==> src/rtl/arb_pkg.sv <==
`default_nettype none
// ============================================================================
// Package     : arb_pkg
// Description : Shared types and helpers for the rr_grant_sequencer arbiter.
//               State enum (one grant state per requester), requester count,
//               and the round-robin pick function.
//               The state encoding is chosen so that a grant state's index
//               equals (state - 1), and S_IDLE maps to index 3 (the idle
//               owner code).
// Revision    : 1.0 - initial release
// ============================================================================
package arb_pkg;

    localparam int N_REQ = 3;

    typedef enum logic [1:0] {
        S_IDLE = 2'd0,
        S_G0   = 2'd1,
        S_G1   = 2'd2,
        S_G2   = 2'd3
    } arb_state_t;

    // Next index to grant: first set bit of req searched from last+1 (mod 3).
    // Returns 3 when nothing is requesting.
    function automatic logic [1:0] rr_pick(input logic [N_REQ-1:0] req,
                                           input logic [1:0]       last);
        int c;
        rr_pick = 2'd3;
        // Walk from the farthest candidate to the nearest so the nearest wins.
        for (int i = N_REQ; i >= 1; i--) begin
            c = (int'(last) + i) % N_REQ;
            if (req[c]) begin
                rr_pick = 2'(c);
            end
        end
    endfunction

    // Grant state -> requester index; S_IDLE yields 3.
    function automatic logic [1:0] state_idx(input arb_state_t s);
        state_idx = 2'(s) - 2'd1;
    endfunction

    // Requester index -> grant state; index 3 yields S_IDLE.
    function automatic arb_state_t idx_state(input logic [1:0] idx);
        idx_state = arb_state_t'(idx + 2'd1);
    endfunction

endpackage
`default_nettype wire

==> src/rtl/arb_hold_timer.sv <==
`default_nettype none
// ============================================================================
// Module      : arb_hold_timer
// Description : Tenure counter for the arbiter. Cleared on grant entry,
//               counts while enabled and saturates at MAX_HOLD-1.
// Ports       : clk, rst      - clock, synchronous active-high reset
//               clear         - zero the count (grant entry / exit)
//               enable        - count this cycle (a grant is active)
//               expired       - count == MAX_HOLD-1
// Revision    : 1.0 - initial release
// ============================================================================
module arb_hold_timer #(
    parameter int MAX_HOLD = 8,
    parameter int CNT_W    = $clog2(MAX_HOLD)
) (
    input  logic clk,
    input  logic rst,
    input  logic clear,
    input  logic enable,
    output logic expired
);

    localparam logic [CNT_W-1:0] c_last = CNT_W'(MAX_HOLD - 1);

    logic [CNT_W-1:0] r_cnt;

    always_ff @(posedge clk) begin
        if (rst) begin
            r_cnt <= '0;
        end else if (clear) begin
            r_cnt <= '0;
        end else if (enable && (r_cnt != c_last)) begin
            // Saturate rather than wrap; the FSM releases on expiry anyway.
            r_cnt <= r_cnt + 1'b1;
        end
    end

    assign expired = (r_cnt == c_last);

endmodule
`default_nettype wire

==> src/rtl/rr_grant_sequencer.sv <==
`default_nettype none
// ============================================================================
// Module      : rr_grant_sequencer
// Description : Three-requester round-robin arbiter with a bounded tenure.
//               Registered one-hot grant, rotation 0->1->2->0 skipping idle
//               requesters, direct handoff on release, forced release after
//               MAX_HOLD grant cycles.
// Ports       : clk, rst  - clock, synchronous active-high reset
//               req[2:0]  - level requests
//               done[2:0] - release, honoured only for the current owner
//               gnt[2:0]  - registered grant, one-hot or zero
//               owner     - current owner index, 3 when idle
//               busy      - any grant active
//               timeout   - one-cycle pulse after a counter-only release
// Config      : ARB_TRACE_EN - when defined, prints each state change with
//               its cause; cycle behaviour is unchanged.
// Revision    : 1.0 - initial release
// ============================================================================
module rr_grant_sequencer
    import arb_pkg::*;
#(
    parameter int MAX_HOLD = 8,
    parameter int CNT_W    = $clog2(MAX_HOLD)
) (
    input  logic             clk,
    input  logic             rst,
    input  logic [N_REQ-1:0] req,
    input  logic [N_REQ-1:0] done,
    output logic [N_REQ-1:0] gnt,
    output logic [1:0]       owner,
    output logic             busy,
    output logic             timeout
);

    arb_state_t       r_state;
    logic [1:0]       r_last;
    logic [N_REQ-1:0] r_gnt;
    logic [1:0]       r_owner;
    logic             r_busy;
    logic             r_timeout;

    arb_state_t       w_next;
    logic             w_in_grant;
    logic [1:0]       w_k;
    logic [N_REQ-1:0] w_k_oh;
    logic             w_req_k;
    logic             w_done_k;
    logic             w_expired;
    logic             w_release;
    logic             w_forced;
    logic [1:0]       w_pick;

    always_comb begin
        w_in_grant = (r_state != S_IDLE);
        w_k        = state_idx(r_state);
        // Index 3 shifts out entirely, so idle selects no requester.
        w_k_oh     = N_REQ'(3'b001 << w_k);
        w_req_k    = |(req & w_k_oh);
        w_done_k   = |(done & w_k_oh);
        w_release  = w_in_grant && (w_done_k || !w_req_k || w_expired);
        w_forced   = w_in_grant && w_expired && !w_done_k && w_req_k;
        // On a handoff the releasing requester is masked out, so it can
        // never be re-granted on the same edge.
        if (w_in_grant) begin
            w_pick = rr_pick(req & ~w_k_oh, w_k);
        end else begin
            w_pick = rr_pick(req, r_last);
        end
        if (!w_in_grant || w_release) begin
            w_next = idx_state(w_pick);
        end else begin
            w_next = r_state;
        end
    end

    always_ff @(posedge clk) begin
        if (rst) begin
            r_state   <= S_IDLE;
            r_last    <= 2'd2;
            r_gnt     <= '0;
            r_owner   <= 2'd3;
            r_busy    <= 1'b0;
            r_timeout <= 1'b0;
        end else begin
            r_state   <= w_next;
            r_gnt     <= N_REQ'(3'b001 << state_idx(w_next));
            r_owner   <= state_idx(w_next);
            r_busy    <= (w_next != S_IDLE);
            r_timeout <= w_forced;
            if (w_release) begin
                r_last <= w_k;
            end
        end
    end

    // Every state change is either a grant entry, a handoff or a return to
    // idle, so clearing on change gives a fresh count for each tenure.
    arb_hold_timer #(
        .MAX_HOLD (MAX_HOLD),
        .CNT_W    (CNT_W)
    ) u_hold_timer (
        .clk     (clk),
        .rst     (rst),
        .clear   (w_next != r_state),
        .enable  (w_in_grant),
        .expired (w_expired)
    );

    assign gnt     = r_gnt;
    assign owner   = r_owner;
    assign busy    = r_busy;
    assign timeout = r_timeout;

`ifdef ARB_TRACE_EN
    always_ff @(posedge clk) begin
        if (!rst && (w_next != r_state)) begin
            if (!w_in_grant) begin
                $display("%0t arb: %s -> %s cause=req", $time, r_state.name(), w_next.name());
            end else if (w_done_k) begin
                $display("%0t arb: %s -> %s cause=done", $time, r_state.name(), w_next.name());
            end else if (!w_req_k) begin
                $display("%0t arb: %s -> %s cause=drop", $time, r_state.name(), w_next.name());
            end else begin
                $display("%0t arb: %s -> %s cause=timeout", $time, r_state.name(), w_next.name());
            end
        end
    end
`else
    // Trace disabled: no display logic is built.
`endif

endmodule
`default_nettype wire

==> config.mk <==
export PLATFORM = sky130hd
export DESIGN_NAME = rr_grant_sequencer
export DESIGN_NICKNAME = d
export VERILOG_FILES = /design/src/rtl/arb_pkg.sv /design/src/rtl/arb_hold_timer.sv /design/src/rtl/rr_grant_sequencer.sv
export SDC_FILE = /design/constraint.sdc
export NUM_CORES = 1
export LEC_CHECK = 0
export CELL_PAD_IN_SITES_DETAIL_PLACEMENT = 1
export CELL_PAD_IN_SITES_GLOBAL_PLACEMENT = 2
export CORE_ASPECT_RATIO = 0.8
export CORE_UTILIZATION = 30
export CTS_BUF_LIST = sky130_fd_sc_hd__clkbuf_8
export CTS_CLUSTER_DIAMETER = 40
export DETAILED_ROUTE_END_ITERATION = 12
export GPL_TIMING_DRIVEN = 0
export PLACE_DENSITY = 0.79
export SLEW_MARGIN = 10
export SYNTH_ARGS = -nofsm -noshare
export SYNTH_HDL_FRONTEND = slang
export SYNTH_HIERARCHICAL = 1
export SYNTH_SLANG_ARGS = --single-unit
==> constraint.sdc <==
create_clock -name clk -period 2.9 [get_ports clk]
set_clock_uncertainty 0.2 [all_clocks]
set_input_delay 0.29 -clock clk [delete_from_list [all_inputs] [get_ports clk]]
set_output_delay 0.29 -clock clk [all_outputs]
set_load 0.1 [all_outputs]
==> results.json, run 1 <==
{
  "maxCapViolCount": 0,
  "drive_gt1_frac": 0.175,
  "synthCells": 117,
  "period_share": 0.957,
  "grt_use_met1": 0.219,
  "drc": 0,
  "post_drt_wl_per_cell_um": 14.9,
  "cts_tree": "built",
  "r2r_start": "r_state[0]$_SDFF_PP0_",
  "hold_class": "flop to flop",
  "use_met3": 0.0458,
  "rr_worst_depth": 11,
  "cp.arrival_ns": 2.75,
  "avgSynthCellArea_um2": 8.75,
  "final_common_cell": "clkdlybuf4s50_1",
  "coreArea_um2": 3180,
  "final.setup.tns_ns": 0,
  "final_cell_mix": "clkdlybuf4s50_1, dfxtp_1, ha_1",
  "grt_max_degree": 11,
  "die-area_um2": 3650,
  "critPathMaxFanout": 8,
  "antenna_found_initial": 0,
  "dpl.hpwl_um": 1830,
  "syn_to_final_growth_pct": 33.3,
  "r2r-end": "u_hold_timer/r_cnt[0]$_SDFFE_PP0P_",
  "cts.sinks": 14,
  "grt_use_total": 0.162,
  "overflow": 0,
  "power.density_nw_per_um2": 1350,
  "cp-start-kind": "flop",
  "crit_required_ns": 2.87,
  "hold_viol": 0,
  "finalWirelength_um": 2640,
  "num_vias": 945,
  "ys_ff_latch": 14,
  "tightest_slew_ns": 0.970,
  "placementRows": 18,
  "cts-htree-levels": 1,
  "syn-cell-area_um2": 1020,
  "viasPerCell": 5.34,
  "initial_core_util": 0.322,
  "hold-path-endpoint": "r_last[1]$_SDFFE_PP1P_",
  "portBuffers": 13,
  "drt_iter0_markers": 97,
  "cts_buffers": 3,
  "finalMaxSlewViolations": 0,
  "yosys_warnings": 6,
  "nNetsFinal": 156,
  "io_pins": 15,
  "grt_first_pass_wirelength_um": 4270,
  "die_y_um": 54.2,
  "whs_ns": 0.299,
  "ctsHoldBuffers": 0,
  "synth_cell_types": 41,
  "cts.clk_slew.worst_paths_ns": 0.06,
  "vdd_ir_drop_max_mv": 0.430,
  "grt_use_met2": 0.250,
  "grt_pass1_vias": 880,
  "root_buffer": "clkbuf_8",
  "outcome": "completed",
  "critPathLaunch": "r_state[0]$_SDFF_PP0_",
  "whs_path_depth": 1,
  "clock_path_buffers": 2,
  "r2r_setup_slack_ns": 0.13,
  "busiest_layer": "met2",
  "die_w_um": 67.3,
  "finalSetupViolCount": 0,
  "holdCritStartpoint": "r_last[1]$_SDFFE_PP1P_",
  "synth_nets": 135,
  "drtAntennaViolNets": 0,
  "synth_edf_count": 0,
  "drt_first_pass_iters": 4,
  "synthFlopType": "dfxtp_1",
  "gp_congestion": 0.697,
  "yosysSeqAreaShare": 0.274,
  "relSlewSlack": 0.352,
  "antennaDiodeCount": 0,
  "insertion_delay_ns": 0.25,
  "path_class": "flop to flop",
  "fin_crit_ns": 2.77,
  "async_reset_ff_frac": 0,
  "p_leak_nw": 0.513,
  "cp-end-kind": "flop",
  "max_freq_mhz": 360
}
[worst max-delay path by stage]
stage / end
2_1_floorplan: u_hold_timer/r_cnt[0]$_SDFFE_PP0P_
4_1_cts: u_hold_timer/r_cnt[0]$_SDFFE_PP0P_
6_report: u_hold_timer/r_cnt[0]$_SDFFE_PP0P_
3_3_place_gp: u_hold_timer/r_cnt[1]$_SDFFE_PP0P_
5_1_grt: u_hold_timer/r_cnt[1]$_SDFFE_PP0P_
3_5_place_dp: u_hold_timer/r_cnt[0]$_SDFFE_PP0P_
[final cells by class]
| type | instances | area (um^2) |
|---|---|---|
| multi-input combinational | 93 | 764 |
| clock buffer | 4 | 55.1 |
| inverter | 5 | 22.5 |
| buffer | 4 | 26.3 |
| sequential | 14 | 285 |
| fill | 379 | 1810 |
| timing repair buffer | 17 | 160 |
| tap | 40 | 50.0 |
[stage by stage]
| stage | power, W | setup slack, ns | util | cell area (um^2) | std cells |
|---|---|---|---|---|---|
| 2_1_floorplan | 0.00119 | 0.194 | - | 1020 | 117 |
| 3_3_place_gp | 0.00139 | -0.159 | 0.379 | 1200 | 170 |
| 3_5_place_dp | 0.00142 | -0.213 | 0.379 | 1200 | 170 |
| 4_1_cts | 0.00171 | 0.0663 | 0.407 | 1290 | 175 |
| 5_1_grt | 0.00198 | -0.0334 | 0.429 | 1360 | 177 |
| 6_report | 0.00184 | 0.126 | 0.429 | 1360 | 177 |
[report_power, final]
part	internal, W	switching [W]
clock	0.000121	0.0000769
combinational	0.000540	0.000804
sequential	0.000261	0.0000417
total	0.000921	0.000922
[layer usage]
metal  wire, um  part of all wire  vias up
li1           -                 -      474
met1       1250              0.47      460
met2       1300              0.49        7
met3         61             0.023        4
met4         27             0.010        0
met5          0                 0        -
[sequential cells by signal (all words and copies together), names as in the netlist]
name / count
r_last: 2
timeout: 1
owner: 2
gnt: 3
busy: 1
u_hold_timer/r_cnt: 3
r_state: 2
[kinds of logic after synthesis]
family,count (synthesis),share of synthesized area
XOR/XNOR,4,0.0416
buffers and inverters,10,0.0440
adder cells (fa/ha/maj),10,0.122
AND/OR/NAND/NOR,48,0.292
flip-flops,14,0.274
AO/OA/AOI/OAI,27,0.187
multiplexers,4,0.0391
[critical path, cell delays in order (launching register included)]
cell	delay (ns)
dfxtp_4	0.38
buf_8	0.16
clkinvlp_4	0.17
ha_4	0.30
xnor2_4	0.15
a2111o_1	0.41
nand4_4	0.13
a21oi_2	0.08
nor4b_2	0.32
a311oi_2	0.06
buf_4	0.16
nor3_1	0.17
[synth_stat cells, drive strengths merged (2+ instances only)]
cell,instances,area share
dfxtp,14,0.27
ha,10,0.12
nor2,7,0.028
a21oi,6,0.029
o21ai,6,0.029
or3,6,0.038
inv,5,0.018
nand2,5,0.026
nand2b,5,0.031
nand3,5,0.024
nor2b,5,0.038
nor3,5,0.024
clkbuf,4,0.015
mux2i,4,0.039
nand4,3,0.031
nor3b,3,0.022
o211ai,3,0.027
xnor2,3,0.033
a222oi,2,0.020
a311oi,2,0.017
[what timing repair did]
item / 4_1_cts / 5_1_grt
endpoints found under the setup margin: 3 / 4
pin swaps: 1 / 3
buffers inserted: 1 / 3
resized for setup: 5 / 9
Power figures use the tool's default switching activity.
==> run 2, diff against run 1 <==
- CTS_CLUSTER_DIAMETER: 40 -> unset
- GPL_TIMING_DRIVEN: 0 -> unset
==> results.json, run 2 (synthesis results as in run 1) <==
{
  "finalWirelength_um": 2510,
  "power_frac_seq": 0.169,
  "critPathMaxStageDelay_ns": 0.35,
  "rsz0062_at_grt": "false",
  "finalMaxSlewViolations": 0,
  "path_depth": 9,
  "switchingPower_w": 0.000850,
  "power.density_nw_per_um2": 1310,
  "cts.sinks": 14,
  "fill_cells": 376,
  "clkPwrFrac": 0.113,
  "grt_use_total": 0.163,
  "die_w_um": 67.3,
  "post_cts_buffers": 0,
  "fin_util": 0.402,
  "r2r_setup_slack_ns": 0.25,
  "cts_resized": 0,
  "rr_worst_depth": 9,
  "drt_first_pass_iters": 4,
  "drtAntennaViolNets": 0,
  "fin_area_um2": 1280,
  "final.setup.tns_ns": 0,
  "coreArea_um2": 3180,
  "p_comb_frac": 0.718,
  "path_cells": "inv_1 > ha_1 > xnor2_2 > mux2i_1 > nand4_2 > a21oi_1 > nor4b_1 > a311oi_2 > nor3_1",
  "root_buffer": "clkbuf_8",
  "gp_congestion": 0.785,
  "crit_slowest_cell": "ha_1",
  "portBuffers": 14,
  "antenna_found_initial": 0,
  "period_share": 0.915,
  "final_cell_mix": "dfxtp_1, buf_4, ha_1",
  "swShare": 0.509,
  "grt_max_degree": 16,
  "cp-end-kind": "flop",
  "relSlewSlack": 0.656,
  "nNetsFinal": 155,
  "grt_pass1_vias": 928,
  "critPathMaxFanout": 6,
  "num_vias": 928,
  "drive_gt1_frac": 0.191,
  "post_drt_wl_per_cell_um": 14.2,
  "p_leak_nw": 0.524,
  "path_class": "flop to flop",
  "maxCapViolCount": 0,
  "viasPerCell": 5.27,
  "whs_path_depth": 2,
  "critPathTopFamily": "compound AO/OA/AOI/OAI gates",
  "outcome": "completed",
  "crit_buf_inv": 1,
  "insertion_delay_ns": 0.24,
  "placementRows": 18,
  "cts_buffers": 3,
  "initial_core_util": 0.322,
  "p_int_w": 0.000821,
  "overflow": 0,
  "grt_first_pass_wirelength_um": 4270,
  "drt_iter0_markers": 56,
  "io_pins": 15,
  "finalSetupViolCount": 0,
  "place_area_um2": 1210,
  "max_freq_mhz": 377,
  "cts-htree-levels": 1,
  "hold_viol": 0,
  "cp.arrival_ns": 2.56,
  "cp-start-kind": "flop",
  "cts_tree": "built",
  "vdd_ir_drop_max_mv": 0.413,
  "ctsHoldBuffers": 0,
  "die-area_um2": 3650,
  "antennaDiodeCount": 0,
  "clock_path_buffers": 2,
  "tightest_slew_ns": 0.510,
  "cts.clk_slew.worst_paths_ns": 0.06,
  "dpl.hpwl_um": 1990,
  "fin_crit_ns": 2.65,
  "crit_required_ns": 2.81,
  "drc": 0,
  "hold_class": "flop to flop",
  "die_y_um": 54.2,
  "syn_to_final_growth_pct": 24.7,
  "final_common_cell": "dfxtp_1"
}
## run 2: power by group through the flow
| stage | sequential, W | clock, W | combinational (W) |
|---|---|---|---|
| 2_1_floorplan | 0.000501 | 0 | 0.000690 |
| 6_report | 0.000282 | 0.000190 | 0.00120 |
| 3_3_place_gp | 0.000283 | 0 | 0.00116 |
| 5_1_grt | 0.000288 | 0.000208 | 0.00132 |
| 4_1_cts | 0.000283 | 0.000199 | 0.00119 |
| 3_5_place_dp | 0.000287 | 0 | 0.00118 |
## run 2: area by class of cell
type | count | area, um^2 | area share
Timing Repair Buffer | 20 | 168 | 0.131
Tap cell | 40 | 50.0 | 0.0392
Sequential cell | 14 | 280 | 0.220
Inverter | 5 | 18.8 | 0.0147
Multi-Input combinational cell | 93 | 704 | 0.552
Clock buffer | 4 | 55.1 | 0.0431
## run 2: path summary, 6_finish.rpt
path | end | start
setup / recovery | u_hold_timer/r_cnt[0]$_SDFFE_PP0P_ | r_state[0]$_SDFF_PP0_
hold / removal | r_last[0]$_SDFFE_PP0P_ | r_last[0]$_SDFFE_PP0P_
setup reg to reg | u_hold_timer/r_cnt[0]$_SDFFE_PP0P_ | r_state[0]$_SDFF_PP0_
hold reg to reg | r_last[0]$_SDFFE_PP0P_ | r_last[0]$_SDFFE_PP0P_
## run 2: metal layers
layer  vias up  wire length [um]  track usage
met1       443              1290        0.202
met2         8              1150        0.282
li1        477                 -            -
met5         -                 0            0
met3         0                67       0.0500
met4         0                 0       0.0319
## run 2: through the flow
step                instances  power (W)  setup WS [ns]  hold WS [ns]
detailed placement        172    0.00147          0.147         0.296
global route              176    0.00181         0.0497         0.334
CTS                       176    0.00167          0.141         0.307
global placement          172    0.00144          0.230         0.281
finish                    176    0.00167          0.248         0.299
floorplan                 117    0.00119          0.194         0.167
## run 2: worst min-delay path, cell delays in order (launching register included)
cell	delay (ns)
dfxtp_1	0.31
inv_1	0.07
a211oi_1	0.07
